===== src/rtl/alu_pkg.sv =====
// Shared types and widths for the ALU sharing arbiter and its environment.
package alu_pkg;

  localparam int DATA_W = 8;
  localparam int OP_W   = 3;

  typedef enum logic [OP_W-1:0] {
    AND = 3'b000,
    ADD = 3'b001,
    XOR = 3'b010,
    SLT = 3'b011,
    SLL = 3'b100,
    SRL = 3'b101,
    SNE = 3'b110,
    OVF = 3'b111
  } alu_op_e;

  typedef enum logic [1:0] {
    IDLE = 2'd0,
    EXEC = 2'd1,
    RESP = 2'd2
  } arb_state_e;

endpackage


===== src/rtl/alu_share_arbiter_if.sv =====
// Two-port request/response bundle between the requesters and the ALU arbiter.
interface alu_share_arbiter_if;
  import alu_pkg::*;

  logic [1:0]             req_valid;
  logic [1:0]             req_ready;
  logic [1:0][OP_W-1:0]   req_op;
  logic [1:0][DATA_W-1:0] req_a;
  logic [1:0][DATA_W-1:0] req_b;
  logic [1:0]             rsp_valid;
  logic [1:0]             rsp_ready;
  logic [DATA_W-1:0]      rsp_data;
  logic                   rsp_zero;

  modport master (
    output req_valid, req_op, req_a, req_b, rsp_ready,
    input  req_ready, rsp_valid, rsp_data, rsp_zero
  );

  modport slave (
    input  req_valid, req_op, req_a, req_b, rsp_ready,
    output req_ready, rsp_valid, rsp_data, rsp_zero
  );

endinterface


===== src/rtl/rr_arb2.sv =====
// Combinational two-way round-robin grant; ptr only matters when both ports request.
module rr_arb2 (
  input  logic [1:0] valid,
  input  logic       ptr,
  output logic [1:0] grant,
  output logic       gnt_idx
);

  always_comb begin
    gnt_idx = ptr;
    if (valid == 2'b01) begin
      gnt_idx = 1'b0;
    end else if (valid == 2'b10) begin
      gnt_idx = 1'b1;
    end
  end

  genvar gi;
  generate
    for (gi = 0; gi < 2; gi++) begin : g_grant
      assign grant[gi] = valid[gi] & (gnt_idx == 1'(gi));
    end
  endgenerate

endmodule


===== src/rtl/alu_share_arbiter.sv =====
// Shares one combinational ALU between the execute stage (port 0) and the
// branch/compare unit (port 1) with round-robin arbitration and a response channel.
module alu_share_arbiter
  import alu_pkg::*;
#(
  parameter int CNT_W = 16
) (
  input  logic                  clk,
  input  logic                  reset_n,
  alu_share_arbiter_if.slave    bus,
  output logic [DATA_W-1:0]     alu_a,
  output logic [DATA_W-1:0]     alu_b,
  output logic [OP_W-1:0]       alu_op,
  input  logic [DATA_W-1:0]     alu_result,
  input  logic                  alu_zero,
  output logic                  busy,
  output logic [1:0][CNT_W-1:0] grant_cnt
);

  arb_state_e        state_reg, state_next;
  logic              rr_ptr_reg;
  logic              owner_reg;
  logic [OP_W-1:0]   op_reg;
  logic [DATA_W-1:0] a_reg, b_reg;
  logic [DATA_W-1:0] rsp_data_reg;
  logic              rsp_zero_reg;
  logic [1:0]        grant;
  logic              gnt_idx;
  logic              accept;

  rr_arb2 u_arb (
    .valid   (bus.req_valid),
    .ptr     (rr_ptr_reg),
    .grant   (grant),
    .gnt_idx (gnt_idx)
  );

  assign accept = (state_reg == IDLE) && (|bus.req_valid);

  always_ff @(posedge clk or negedge reset_n) begin
    if (!reset_n) begin
      state_reg <= IDLE;
    end else begin
      state_reg <= state_next;
    end
  end

  always_comb begin
    state_next = state_reg;
    case (state_reg)
      IDLE:    if (accept) state_next = EXEC;
      EXEC:    state_next = RESP;
      RESP:    if (bus.rsp_ready[owner_reg]) state_next = IDLE;
      default: state_next = IDLE;
    endcase
  end

  always_comb begin
    bus.req_ready = '0;
    bus.rsp_valid = '0;
    busy          = (state_reg != IDLE);
    if (state_reg == IDLE) begin
      bus.req_ready = grant;
    end
    if (state_reg == RESP) begin
      bus.rsp_valid[owner_reg] = 1'b1;
    end
  end

  // Operands are held in registers so the ALU never sees requester-side glitches.
  always_ff @(posedge clk or negedge reset_n) begin
    if (!reset_n) begin
      op_reg       <= '0;
      a_reg        <= '0;
      b_reg        <= '0;
      owner_reg    <= 1'b0;
      rr_ptr_reg   <= 1'b0;
      rsp_data_reg <= '0;
      rsp_zero_reg <= 1'b0;
    end else begin
      if (accept) begin
        op_reg     <= bus.req_op[gnt_idx];
        a_reg      <= bus.req_a[gnt_idx];
        b_reg      <= bus.req_b[gnt_idx];
        owner_reg  <= gnt_idx;
        rr_ptr_reg <= ~gnt_idx;
      end
      if (state_reg == EXEC) begin
        rsp_data_reg <= alu_result;
        rsp_zero_reg <= alu_zero;
      end
    end
  end

  genvar gi;
  generate
    for (gi = 0; gi < 2; gi++) begin : g_cnt
      logic [CNT_W-1:0] cnt_reg;

      always_ff @(posedge clk or negedge reset_n) begin
        if (!reset_n) begin
          cnt_reg <= '0;
        end else if (accept && (gnt_idx == 1'(gi)) && (cnt_reg != '1)) begin
          cnt_reg <= cnt_reg + 1'b1;
        end
      end

      assign grant_cnt[gi] = cnt_reg;
    end
  endgenerate

  assign alu_a        = a_reg;
  assign alu_b        = b_reg;
  assign alu_op       = op_reg;
  assign bus.rsp_data = rsp_data_reg;
  assign bus.rsp_zero = rsp_zero_reg;

endmodule


===== src/flat_wrapper.sv =====
// flat-port wrapper written by rule: the top's interface ports become plain ports
module alu_share_arbiter_flat import alu_pkg::*;
#(
  parameter int CNT_W = 16
)
  (clk, reset_n, alu_a, alu_b, alu_op, alu_result, alu_zero, busy, grant_cnt, bus_req_valid, bus_req_op, bus_req_a, bus_req_b, bus_rsp_ready, bus_req_ready, bus_rsp_valid, bus_rsp_data, bus_rsp_zero);
  alu_share_arbiter_if bus_i ();
  input  logic clk;
  input  logic reset_n;
  output logic [DATA_W-1:0] alu_a;
  output logic [DATA_W-1:0] alu_b;
  output logic [OP_W-1:0] alu_op;
  input  logic [DATA_W-1:0] alu_result;
  input  logic alu_zero;
  output logic busy;
  output logic [1:0][CNT_W-1:0] grant_cnt;
  input wire logic [$bits(bus_i.req_valid)-1:0] bus_req_valid;
  input wire logic [$bits(bus_i.req_op)-1:0] bus_req_op;
  input wire logic [$bits(bus_i.req_a)-1:0] bus_req_a;
  input wire logic [$bits(bus_i.req_b)-1:0] bus_req_b;
  input wire logic [$bits(bus_i.rsp_ready)-1:0] bus_rsp_ready;
  output wire logic [$bits(bus_i.req_ready)-1:0] bus_req_ready;
  output wire logic [$bits(bus_i.rsp_valid)-1:0] bus_rsp_valid;
  output wire logic [$bits(bus_i.rsp_data)-1:0] bus_rsp_data;
  output wire logic [$bits(bus_i.rsp_zero)-1:0] bus_rsp_zero;
  assign bus_i.req_valid = bus_req_valid;
  assign bus_i.req_op = bus_req_op;
  assign bus_i.req_a = bus_req_a;
  assign bus_i.req_b = bus_req_b;
  assign bus_i.rsp_ready = bus_rsp_ready;
  assign bus_req_ready = bus_i.req_ready;
  assign bus_rsp_valid = bus_i.rsp_valid;
  assign bus_rsp_data = bus_i.rsp_data;
  assign bus_rsp_zero = bus_i.rsp_zero;
  alu_share_arbiter #(.CNT_W(CNT_W)) u_core (.clk(clk), .reset_n(reset_n), .bus(bus_i), .alu_a(alu_a), .alu_b(alu_b), .alu_op(alu_op), .alu_result(alu_result), .alu_zero(alu_zero), .busy(busy), .grant_cnt(grant_cnt));
endmodule

===== config.mk =====
export PLATFORM = sky130hd
export DESIGN_NAME = alu_share_arbiter_flat
export DESIGN_NICKNAME = d
export VERILOG_FILES = /design/src/rtl/alu_pkg.sv /design/src/rtl/alu_share_arbiter_if.sv /design/src/rtl/rr_arb2.sv /design/src/rtl/alu_share_arbiter.sv /design/src/flat_wrapper.sv
export SDC_FILE = /design/constraint.sdc
export NUM_CORES = 1
export LEC_CHECK = 0
export ABC_AREA = 1
export BUFFER_PORTS_ARGS = -buffer_cell sky130_fd_sc_hd__buf_2
export CELL_PAD_IN_SITES_DETAIL_PLACEMENT = 1
export CELL_PAD_IN_SITES_GLOBAL_PLACEMENT = 1
export CORE_UTILIZATION = 39
export CTS_BUF_LIST = sky130_fd_sc_hd__clkbuf_2
export CTS_CLUSTER_SIZE = 12
export DETAILED_ROUTE_END_ITERATION = 10
export MAX_ROUTING_LAYER = met4
export PLACE_DENSITY_LB_ADDON = 0.15
export SYNTH_ARGS = -nofsm -noshare
export SYNTH_HDL_FRONTEND = slang
export SYNTH_SLANG_ARGS = --single-unit

===== constraint.sdc =====
create_clock -name clk -period 3.3 [get_ports clk]
set_input_delay 0.165 -clock clk [delete_from_list [all_inputs] [get_ports clk]]
set_output_delay 0.165 -clock clk [all_outputs]
set_load 0.01 [all_outputs]

==> summary.md <==
| Metric | Value |
|---|---|
| Outcome | completed |
| Most common cell after layout, fill and taps aside | nand2_1 |
| Initial Utilization | 0.4044 |
| Max reg flops | 32 |
| Worst r2r dst | u_core.alu_b[0] |
| Combinational family with the most area after synthesis | simple AND/OR/NAND/NOR gates |
| Post-cts sizing count | 0 |
| Die H | 94.54 um |
| Simple-gate area share of the yosys netlist | 0.3627 |
| VDD IR-drop max | 0.0003673 V |
| Final hold slack | 0.02919 ns |
| Fin. max-slew vios | 0 |
| Synth Cell Area | 3339 um2 |
| Setup repair after global routing missed its margin | false |
| Top_reg_cell synth | dfrtp_1 |
| Crit end category | register |
| # DRC | 0 |
| DRT antenna net count | 0 |
| Pin count of the biggest net entering global routing | 28 |
| Nets@finish | 655 |
| Worst Setup Start Kind | register |
| Max-capacitance violation count | 0 |
| Iter 0 DRT Violations | 119 |
| Fraction of layout cells with a size suffix above 1 | 0.2810 |
| Syn Nets | 482 |
| Worst path required time | 3.74 ns |
| Clock Latency Late Sink | 0.53 ns |
| Seq cells post-synth | 64 |
| Critical path type | reg -> reg |
| Post-synthesis sequential area ratio | 0.4796 |
| Clock input transition at the sequential cells of the worst setup and hold paths | 0.23 ns |
| First-pass GRT wire length | 18.02 mm |
| Vias in the first global route | 3,815 |
| R2r startpoint | u_core.state_reg[0] |
| Multiplexer share of the synthesized area | 0.03035 |
| Post-synthesis adder-cell area fraction | 0.007493 |
| Final min period | 2.345 ns |
| Area growth, synth to finish | 39.75% |
| Async set-reset flop share out of synthesis | 1.000 |
| Die area | 8937 um2 |
| Slew HR | 0.3960 |
| Clk_skew | 0.04547 ns |
| Rows | 33 |
| Drt total wl | 11.43 mm |
| Number of port buffers | 117 |
| GP Congestion | 0.8064 |
| CTS Buf Count | 9 |
| Routed via count | 3,565 |
| Initial antenna violation count | 0 |
| Post-DP HPWL | 7.080 mm |
| Root Driver | clkbuf_2 |
| Post-synthesis instance total | 427 |
| Worst-margin pin slew | 0.9027 ns |
| Power Dens Cells | 717.2 nW/um2 |
| Worst EP arrival | 2.78 ns |
| Worst r2r path cells | 6 |
| CTS Hold Bufs | 51 |
| CTS tree | built |
| R2R Setup Slk | 0.96 ns |
| Clock Path Buffers | 2 |
| Final setup viols | 0 |
| Final hold vios | 0 |
| Hold endpoint | u_core.rr_ptr_reg |
| Most frequent cells in the layout | 185 x nand2_1, 117 x buf_2, 64 x dfrtp_1 |
| F_max | 426.5 MHz |
| Fin Setup TNS | 0 ns |
| Yosys cell types | 28 |
| CTS sink count | 64 |
| Hold_sp | bus_req_valid[0] |
| Hold-critical path depth | 3 |
| HP Class | in -> reg |
| H-tree level count | 3 |
| Number of setup buffers added after CTS | 0 |
| Fin crit share | 0.7105 |
| GRT Total Usage | 0.2737 |
| Compound-Gate Fraction of Synth Area | 0.03110 |
| Grt ovf | 0 |
| Post-synth EDFFs | 0 |
| Drt pass-1 iters | 4 |
| Crit-path max FO | 20 |
| Post-synthesis xor/xnor area fraction | 0.03147 |
| Die Wd | 94.54 um |
| Via/cell ratio | 5.014 |
| Core box area | 8258 um2 |
| Static Leakage | 2.396 nW |
| Ys Warns | 0 |
| # IOs | 118 |
| Avg Inst Size Synth | 7.821 um2 |
| WL per Instance | 16.07 um |
[kinds of logic after synthesis]
logic type / count (synthesis)
xor gates and xnor gates: 12
buffers and inverters: 44
and+or+nand+nor: 278
DFF: 64
muxes: 9
adders and majority gates: 2
AOI/OAI and AO/OA: 18
[through the flow]
step	cell area, um2	total power [mW]	setup slack [ns]	utilization	cells
floorplan	3339	1.998	1.838	-	427
global placement	4020	2.423	1.430	0.4868	643
detailed placement	4020	2.492	1.331	0.4868	643
CTS	4664	3.298	1.035	0.5648	710
global route	4664	3.579	0.7912	0.5648	710
finish	4667	3.347	0.9554	0.5652	711
[worst max path at each step]
stage	to	from	slack [ns]
after floorplan	u_core.g_cnt[0].cnt_reg[15]	u_core.g_cnt[0].cnt_reg[0]	1.84
after global placement	u_core.g_cnt[1].cnt_reg[15]	u_core.g_cnt[1].cnt_reg[0]	1.43
after detailed placement	u_core.g_cnt[1].cnt_reg[15]	u_core.g_cnt[1].cnt_reg[0]	1.33
after CTS	bus_req_ready[0]	u_core.state_reg[0]	1.04
after global routing	bus_req_ready[0]	u_core.state_reg[0]	0.79
final	u_core.alu_b[0]	u_core.state_reg[0]	0.96
[layout make-up]
class,count,area [um2]
timing repair buffer,171,1119
clock buffer,10,50.05
antenna,1,2.502
inverter,35,132.6
fill,1054,3591
clock inverter,6,83.83
tap,105,131.4
sequential,64,1602
multi-input combinational,319,1546
[cell usage after synthesis (2+ instances only)]
master,count,area share
nand2_2,6,0.011
nor2_2,4,0.0075
o21ai_1,3,0.0045
nand3_1,34,0.051
inv_2,2,0.0022
o21ai_2,3,0.0079
buf_2,5,0.0075
inv_1,32,0.036
xnor2_1,8,0.021
nand4_1,8,0.015
nand3_2,3,0.0090
dfrtp_1,64,0.48
o21ai_0,11,0.016
xor2_1,4,0.010
nor2_1,30,0.034
buf_6,2,0.0067
nand2_1,185,0.21
nor2_4,4,0.013
ha_1,2,0.0075
mux2_2,9,0.030
[power by group]
part / total [mW] / internal (mW) / leakage, nW / switching (mW)
registers: 1.27 / 1.05 / 0.814 / 0.224
clock network: 0.569 / 0.250 / 0.0756 / 0.319
logic: 1.51 / 0.692 / 1.51 / 0.818
[worst max-delay path, cell delays in order (launching register included)]
cell and delay [ns]:
dfrtp_1 0.48, nor2_4 0.17, nand3_4 0.14, inv_1 0.58, nand2_1 0.16, nand3_1 0.14, dlygate4sd3_1 0.58
[per-layer routing]
metal	share of wire	up-vias	routed length, um	GRT usage
li1	-	1682	-	-
met1	0.41	1742	4646	0.2975
met5	0	-	0	-
met2	0.52	110	5912	0.4783
met3	0.049	31	561	0.05958
met4	0.027	0	305	0.1225
Note: power is estimated with default switching activity, not from simulation.
